$ cat config.mk
export PLATFORM = sky130hd
export DESIGN_NAME = am2954_busctl
export DESIGN_NICKNAME = d
export VERILOG_FILES = /design/src/rtl/am2954_busctl.sv
export SDC_FILE = /design/constraint.sdc
export NUM_CORES = 1
export LEC_CHECK = 0
export ABC_CLOCK_PERIOD_IN_PS = 6410
export CORE_MARGIN = 3
export CORE_UTILIZATION = 39
export CTS_CLUSTER_DIAMETER = 100
export CTS_CLUSTER_SIZE = 8
export DETAILED_ROUTE_END_ITERATION = 16
export PLACE_DENSITY_LB_ADDON = 0.25
export SETUP_SLACK_MARGIN = 0.3
export SYNTH_ARGS = -nofsm -noshare
export SYNTH_HDL_FRONTEND = slang
export SYNTH_SLANG_ARGS = --single-unit
$ cat constraint.sdc
create_clock -name i_cp -period 6.41 [get_ports i_cp]
set_clock_uncertainty 0.05 [all_clocks]
set_input_delay 1.282 -clock i_cp [delete_from_list [all_inputs] [get_ports i_cp]]
set_output_delay 1.282 -clock i_cp [all_outputs]
set_load 0.05 [all_outputs]
$ cat src/rtl/am2954_busctl.sv
`default_nettype none
// ============================================================================
// Module   : am2954_busctl
// Purpose  : Round-robin bus controller for a bank of am2954-style tristate
//            octal registers sharing one data bus. Grants one requester at a
//            time, drives the registers' active-low output enables and load
//            strobes for one DRIVE cycle, and returns a one-cycle acknowledge.
//            At most one output enable is ever low.
// Option   : BUSCTL_TURNAROUND_EN - when defined, every DRIVE cycle is
//            followed by one TURN cycle with the bus undriven. When undefined
//            DRIVE cycles may run back-to-back.
// Ports    : i_cp     clock, rising edge
//            i_reset  synchronous active-high reset
//            i_req    [NREQ]     request per requester, held until ack
//            i_src    [NREQ*SW]  source register index, requester i at [i*SW +: SW]
//            i_dst    [NREQ*SW]  destination register index, same packing
//            o_ack    [NREQ]     one-cycle acknowledge (the transfer cycle)
//            o_oe_    [NREG]     active-low output enables to the registers
//            o_ld     [NREG]     load strobes, destination captures at cycle end
//            o_busy              high in any non-IDLE state
// Revision : 1.0 - initial release
// ============================================================================
module am2954_busctl #(
  parameter int NREQ = 3,
  parameter int NREG = 4,
  parameter int SW   = 2
) (
  input  logic                 i_cp,
  input  logic                 i_reset,
  input  logic [NREQ-1:0]      i_req,
  input  logic [NREQ*SW-1:0]   i_src,
  input  logic [NREQ*SW-1:0]   i_dst,
  output logic [NREQ-1:0]      o_ack,
  output logic [NREG-1:0]      o_oe_,
  output logic [NREG-1:0]      o_ld,
  output logic                 o_busy
);

  localparam int PW = (NREQ > 1) ? $clog2(NREQ) : 1;

  localparam logic [1:0] S_IDLE  = 2'd0;
  localparam logic [1:0] S_DRIVE = 2'd1;
`ifdef BUSCTL_TURNAROUND_EN
  localparam logic [1:0] S_TURN  = 2'd2;
`endif

  logic [1:0]            r_state;
  logic [PW-1:0]         r_ptr;
  logic [NREQ-1:0]       r_ack;
  logic [NREG-1:0]       r_oe_;
  logic [NREG-1:0]       r_ld;
  logic                  r_busy;

  logic [1:0]            w_state_nxt;
  logic                  w_grant;
  logic                  w_found;
  logic [PW-1:0]         w_idx;
  logic [PW-1:0]         w_ptr_nxt;
  logic [(1<<PW)-1:0]    w_elig;
  logic [PW:0]           w_sum;
  logic [SW-1:0]         w_src_sel;
  logic [SW-1:0]         w_dst_sel;
  logic [NREQ-1:0]       w_ack_nxt;
  logic [NREG-1:0]       w_oe_nxt;
  logic [NREG-1:0]       w_ld_nxt;

  // --------------------------------------------------------------------------
  // Round-robin arbitration. The requester being acknowledged this cycle is
  // masked out so it can drop req at the end of its ack cycle without being
  // granted a second time. The eligibility vector is padded to a power of two
  // so it can be indexed directly by a PW-bit position.
  // --------------------------------------------------------------------------
  always_comb begin
    w_elig             = '0;
    w_elig[NREQ-1:0]   = i_req & ~r_ack;
    w_found            = 1'b0;
    w_idx              = '0;
    w_sum              = '0;
    for (int k = 0; k < NREQ; k++) begin
      w_sum = {1'b0, r_ptr} + (PW+1)'(k);
      if (w_sum >= (PW+1)'(NREQ)) begin
        w_sum = w_sum - (PW+1)'(NREQ);
      end
      if (!w_found && w_elig[w_sum[PW-1:0]]) begin
        w_found = 1'b1;
        w_idx   = w_sum[PW-1:0];
      end
    end
  end

  assign w_ptr_nxt = (w_idx == PW'(NREQ-1)) ? '0 : w_idx + 1'b1;

  // Winner's source / destination indices, taken straight from the inputs at
  // the grant edge; the registered outputs hold them for the DRIVE cycle.
  always_comb begin
    w_src_sel = '0;
    w_dst_sel = '0;
    for (int k = 0; k < NREQ; k++) begin
      if (w_idx == PW'(k)) begin
        w_src_sel = i_src[k*SW +: SW];
        w_dst_sel = i_dst[k*SW +: SW];
      end
    end
  end

  // --------------------------------------------------------------------------
  // State register and registered outputs
  // --------------------------------------------------------------------------
  always_ff @(posedge i_cp) begin
    if (i_reset) begin
      r_state <= S_IDLE;
      r_ptr   <= '0;
      r_ack   <= '0;
      r_oe_   <= '1;
      r_ld    <= '0;
      r_busy  <= 1'b0;
    end else begin
      r_state <= w_state_nxt;
      if (w_grant) begin
        r_ptr <= w_ptr_nxt;
      end
      r_ack   <= w_ack_nxt;
      r_oe_   <= w_oe_nxt;
      r_ld    <= w_ld_nxt;
      r_busy  <= (w_state_nxt != S_IDLE);
    end
  end

  // --------------------------------------------------------------------------
  // Next-state logic. Entering DRIVE always coincides with a grant.
  // --------------------------------------------------------------------------
  always_comb begin
    w_state_nxt = S_IDLE;
    w_grant     = 1'b0;
    case (r_state)
      S_IDLE: begin
        if (w_found) begin
          w_grant     = 1'b1;
          w_state_nxt = S_DRIVE;
        end
      end
      S_DRIVE: begin
`ifdef BUSCTL_TURNAROUND_EN
        w_state_nxt = S_TURN;
`else
        if (w_found) begin
          w_grant     = 1'b1;
          w_state_nxt = S_DRIVE;
        end
`endif
      end
`ifdef BUSCTL_TURNAROUND_EN
      S_TURN: begin
        if (w_found) begin
          w_grant     = 1'b1;
          w_state_nxt = S_DRIVE;
        end
      end
`endif
      default: begin
        w_state_nxt = S_IDLE;
      end
    endcase
  end

  // --------------------------------------------------------------------------
  // Output decode for the next cycle: a single oe_ low and a single ld high
  // only on a grant; every other case leaves the bus undriven.
  // --------------------------------------------------------------------------
  always_comb begin
    w_oe_nxt  = '1;
    w_ld_nxt  = '0;
    w_ack_nxt = '0;
    if (w_grant) begin
      w_oe_nxt[w_src_sel] = 1'b0;
      w_ld_nxt[w_dst_sel] = 1'b1;
      w_ack_nxt[w_idx]    = 1'b1;
    end
  end

  assign o_ack  = r_ack;
  assign o_oe_  = r_oe_;
  assign o_ld   = r_ld;
  assign o_busy = r_busy;

endmodule
`default_nettype wire

# [After elaboration in Yosys (flattened, before gate mapping)]
# Cells that the tools add are included.
[classes] add_sub_neg=6 magnitude_cmp=12 n_eq_ne=3 mux=32 bitwise=4 reduce_logical=12
[op_table] operator="$mux W2" count=14
[op_table] operator="$lt A2 B3 Y1 const B" count=6
[op_table] operator="$mux W1" count=12
[op_table] operator="$bmux W1 S2" count=3
[op_table] operator="$demux W1 S2" count=3
[op_table] operator="$ge A2 B1 Y1 const B" count=3
[op_table] operator="$ge A3 B2 Y1 const B" count=2
[op_table] operator="$sub A2 B2 Y2 const B" count=3
[op_table] operator="$logic_and A1 B1 Y1" count=5
[op_table] operator="$eq A2 B1 Y1 const B" count=2
[op_table] operator="$logic_not A2 Y1" count=2
[op_table] operator="$not A4 Y4" count=1
[op_table] operator="$reduce_or A2 Y1" count=2
[op_table] operator="$add A2 B1 Y3 const B" count=1
[op_table] operator="$add A2 B2 Y3 const B" count=1
[op_table] operator="$and A3 B3 Y3" count=1
[op_table] operator="$not A3 Y3" count=1
[op_table] operator="$add A2 B1 Y2 const B" count=1
[op_table] operator="$eq A2 B2 Y1 const B" count=1
[op_table] operator="$ge A2 B2 Y1 const B" count=1
[op_table] operator="$logic_not A1 Y1" count=2
[op_table] operator="$reduce_bool A2 Y1" count=1
[op_table] operator="$not A1 Y1" count=1
[totals] regBits=16 input_bits=17 out_inout_bits=12 wordCells=75

# [Logic depth before layout (Yosys ltp)]
[depth] depth_word=20 mapped_depth=10 depth_no_buf=8

# [Worst setup path before layout]
# No wires, ideal clock.
[synth_path] path_kind="input-to-reg" from="input port i_req[1]" to="register r_oe_[3], in the netlist o_oe_[3]" arrival_ps=2690 required_ps=6233 slack_ps=3543 path_stages=7 n_path_buf=1 path_cell_list="or2b_2 > a21oi_2 > or3_1 > buf_6 > o21ai_4 > a222oi_1 > or3b_1"
[synth_via] elab_chain_len=19 word_cells_on_any_way=33 classes_between="order compare (2); eq/ne (2); mux (19); bitwise (3); reduce/logical (7)"
[synth_rtl] item="from (decl)" line_no="30" source="input logic [NREQ-1:0] i_req,"
[synth_rtl] item="$and A3 B3 Y3 *" line_no="75" source="w_elig[NREQ-1:0] = i_req & ~r_ack;"
[synth_rtl] item="$bmux W1 S2" line_no="84" source="if (!w_found && w_elig[w_sum[PW-1:0]]) begin"
[synth_rtl] item="$mux W1 (implied by the code)" line_no="84"
[synth_rtl] item="$mux W1" line_no="84"
[synth_rtl] item="$logic_not A1 Y1" line_no="84"
[synth_rtl] item="$logic_and A1 B1 Y1" line_no="84"
[synth_rtl] item="$mux W1" line_no="84"
[synth_rtl] item="$logic_not A1 Y1" line_no="84"
[synth_rtl] item="$logic_and A1 B1 Y1" line_no="84"
[synth_rtl] item="$mux W2" line_no="84"
[synth_rtl] item="$logic_not A2 Y1" line_no="99" source="if (w_idx == PW'(k)) begin"
[synth_rtl] item="$mux W2 (3 in a row)" line_no="99"
[synth_rtl] item="$lt A2 B3 Y1 (implied by the code) / $ge A2 B1 Y1 (equally long branches)" line_no="175" source="w_oe_nxt[w_src_sel] = 1'b0;"
[synth_rtl] item="$logic_and A1 B1 Y1 (implied by the code)" line_no="175"
[synth_rtl] item="$mux W1 (implied by the code)" line_no="175"
[synth_rtl] item="$demux W1 S2" line_no="175"
[synth_rtl] item="$not A4 Y4 (no line)"
[synth_rtl] item="to (signal assigned)" line_no="123" source="r_oe_ <= w_oe_nxt;"
[synth_rtl] item="to (decl)" line_no="50" source="logic [NREG-1:0] r_oe_;"
# Every way passes the cells marked *; elsewhere a longest branch is shown, timed or not. The select of a mux whose other input is x is not followed.
# A chain may end at the register's enable or synchronous reset.

# [Final worst setup path]
[layout_path] from="input port i_req[1]" to="register r_ld[1], in the netlist o_ld[1]"
[layout_via] elab_chain_len=18 word_cells_on_any_way=32 classes_between="order compare (2); eq/ne (2); mux (19); bitwise (2); reduce/logical (7)"
[layout_rtl] item="$and A3 B3 Y3 *" line_no="75"
[layout_rtl] item="$bmux W1 S2" line_no="84"
[layout_rtl] item="$mux W1 (implied by the code)" line_no="84"
[layout_rtl] item="$mux W1" line_no="84"
[layout_rtl] item="$logic_not A1 Y1" line_no="84"
[layout_rtl] item="$logic_and A1 B1 Y1" line_no="84"
[layout_rtl] item="$mux W1" line_no="84"
[layout_rtl] item="$logic_not A1 Y1" line_no="84"
[layout_rtl] item="$logic_and A1 B1 Y1" line_no="84"
[layout_rtl] item="$mux W2" line_no="84"
[layout_rtl] item="$logic_not A2 Y1" line_no="99"
[layout_rtl] item="$mux W2 (3 in a row)" line_no="99"
[layout_rtl] item="$lt A2 B3 Y1 (implied by the code) / $ge A2 B1 Y1 (equally long branches)" line_no="176" source="w_ld_nxt[w_dst_sel] = 1'b1;"
[layout_rtl] item="$logic_and A1 B1 Y1 (implied by the code)" line_no="176"
[layout_rtl] item="$mux W1 (implied by the code)" line_no="176"
[layout_rtl] item="$demux W1 S2" line_no="176"
[layout_rtl] item="to (signal assigned)" line_no="124" source="r_ld <= w_ld_nxt;"
[layout_rtl] item="to (decl)" line_no="51" source="logic [NREG-1:0] r_ld;"
# Marked as above.

==> metrics.txt <==
Post-CTS Setup Bufs 0; Rows 16; Post-synth top flop dfxtp_1; complex-gate fraction of the synthesized area 0.3111; RSZ-0062 raised after global routing no; Crit path largest cell delay 500 ps; Hold Buf Count CTS 0; Synth Area in Adders 0.04261; mapped cell area 880.8 um^2; GR Layer Usage met2 0.2612; 1st-pass router iterations 4; GRT Total Usage 0.1546; Min Clock Period, post-route 3271 ps; crit path DAT 3410 ps; Final Hold Fails 0; Yosys Warn Count 0; Worst Hold Class reg2reg; fill count 201; nets 147; post-layout util 0.5839; cell family with most CP delay simple AND/OR/NAND/NOR gates; nature of the critical path startpoint input pin; synthesized instance count 98; area grow syn2layout 35.37%; clk sinks 14; Clk Latency, worst-skew pair 270 ps; cell depth of the worst setup path 7; largest net degree at the start of global routing 15; CTS H-tree depth 1; Routed WL per cell 13.48 um; Buf/Inv on CP 1; worst-path maximum fanout 10; Max Cap Viol 0; DP HPWL 1644 um; Clock power frac 0.094; worst-case vdd ir drop 0.3086 mV; CP Capture Type flop; Worst Tran Pin Value 508.7 ps; simple-gate share of the synthesized area 0.2543; Placer Congestion 0.8201; sw frac 0.5044; M1 GR Usage 0.1939; Slew Limit Fails 0; initial antenna violation count 0; Logic pwr share 0.699; vias in the first global route 804; routed vias/inst 5.556; die area 0.002865 mm^2; multiplexer share of the synthesized area 0; worst reg2reg path depth 7; M3 GR Usage 0.03944; first-pass GRT wire length 3305 um; post-CTS resize count 0; syn nets 118; final setup vio count 0; Leak 0.0004576 uW; Yosys top cell by area dfxtp_1; count of input and output buffers 28; CTS Root Cell clkbuf_4; Core ar. 0.002042 mm^2; diodes inserted 0; flops & latches, synth 14; number of vias in the routed layout 850; CTS tree yes; Seq pwr share 0.207; GRT overflow 0; Area after DPL 0.001156 mm^2; sequential fraction of the synthesis area 0.3182; FMAX 305.7 MHz; drt drc 0; xor-xnor portion of the synthesized cell area 0; Worst slew margin 0.6598; cell area after layout 0.001192 mm^2; Die H 53.53 um; post-synth top area share 0.3182; final WL 2063 um; outcome finished clean; internal power 327.7 uW; post-route setup TNS 0 ps; Post-synth EDFFs 0; asr flop ratio synth 0; IO Pins 29; Cell variety after synth 41; P per Cell Area 554.6 mW/mm^2; largest family of logic cells by synthesized area compound AO/OA/AOI/OAI gates; synth top area cells dfxtp_1 (32%), a222oi_1 (4.5%), ha_1 (4.3%); Tcrit/Tclk final 0.5103; ANT nets after route 0; CP required 6550 ps; clock buffer depth 2; Top Usage Layer GRT met2; Die W 53.53 um; Psw 333.6 uW; CTS Buf Count 3; Setup Crit Path Kind in2reg; worst hold path depth 2; Initial Utilization 0.4314; layout cell share with drive strength beyond 1 0.08730; 1st-iter DRT viols 26; worst path cell trace clkdlybuf4s50_1 > or2b_2 > a21oi_2 > or3_1 > o21ai_4 > a222oi_1 > nor3b_1; Syn Area/Cell 8.988 um^2; Critical-path top delay cell clkdlybuf4s50_1; clk slew on worst S/H paths 80 ps
-- per-layer routing --
metal | wire (um) | up-vias
met5 | 0 | -
met3 | 96 | 2
met1 | 922 | 399
met2 | 1031 | 24
met4 | 13 | 0
li1 | - | 425
-- final timing paths --
kind	startpoint	endpoint	slack (ps)
worst max-delay path	i_req[1]	o_ld[1]$_SDFF_PP0_	3140
worst min-delay path	r_ptr[0]$_SDFFE_PP0N_	r_ptr[0]$_SDFFE_PP0N_	450
worst max register to register	r_ptr[0]$_SDFFE_PP0N_	o_oe_[3]$_SDFF_PP1_	3740
worst min register to register	r_ptr[0]$_SDFFE_PP0N_	r_ptr[0]$_SDFFE_PP0N_	450
-- Yosys cell counts (all sizes together), types with 2 or more instances --
cell type  count
a211o          3
a211oi         3
a21oi          8
a222oi         4
a22oi          2
buf            4
dfxtp         14
ha             3
inv            7
nand2          6
nand2b         4
nand3b         2
nor2           4
nor2b          2
nor3           3
nor3b          2
o21ai          6
o21bai         3
or3b           3
-- layout by cell type, fill, tap and decap left out, types with 3 or more instances in the layout --
cell and count:
clkdlybuf4s50_1 28, dfxtp_1 14, inv_1 7, a21oi_1 7, nand2_1 6, o21ai_0 5
nor2_1 4, a222oi_1 4, nand2b_1 3, a211oi_1 3, a211o_1 3, nor3_1 3
ha_1 3, clkbuf_4 3
-- power groups by stage --
stage	Sequential, uW	Combinational [uW]	Clock (uW)
6_report	137	462	62.4
5_1_grt	143	495	68.8
4_1_cts	138	462	65.1
3_5_place_dp	139	460	0
3_3_place_gp	138	458	0
2_1_floorplan	246	254	0
-- stage by stage --
| step | total power [uW] | setup slack [ps] | std cells | hold WS (ps) |
|---|---|---|---|---|
| final | 661.3 | 3139 | 153 | 446.9 |
| after global routing | 706.8 | 3078 | 153 | 493.2 |
| after CTS | 664.4 | 3172 | 153 | 456.2 |
| after detailed placement | 599.7 | 2871 | 149 | 443.7 |
| after global placement | 596.4 | 2931 | 149 | 421.9 |
| after floorplan | 499.9 | 3543 | 98 | 397.6 |
-- flip-flops by register name, summed over array words and instances, names as in the netlist --
name and cells:
o_ld 4, r_ptr 2, o_oe_ 4, o_busy 1, o_ack 3
-- cell families (layout without fill, tap and decap cells) --
logic type,Yosys count,in the layout
AO/OA/AOI/OAI,35,35
adder cells (fa/ha/maj),3,3
buffers and inverters,11,39
flip-flops,14,14
AND/OR/NAND/NOR,35,35
-- final cells by class --
| cell class | count | area (um^2) | share of cell area |
|---|---|---|---|
| Multi-Input combinational cell | 73 | 535.5 | 0.4491 |
| Sequential cell | 14 | 280.3 | 0.2350 |
| Timing Repair Buffer | 28 | 280.3 | 0.2350 |
| Clock buffer | 4 | 36.28 | 0.03043 |
| Tap cell | 27 | 33.78 | 0.02833 |
| Inverter | 7 | 26.28 | 0.02204 |
-- tightest hold or removal path: cells and delay by family (launching register included) --
family	cells	cell delay [ps]
AO/OA/AOI/OAI	1	60
flip-flops	1	330
AND/OR/NAND/NOR	1	60
(Power assumes the default switching activity.)
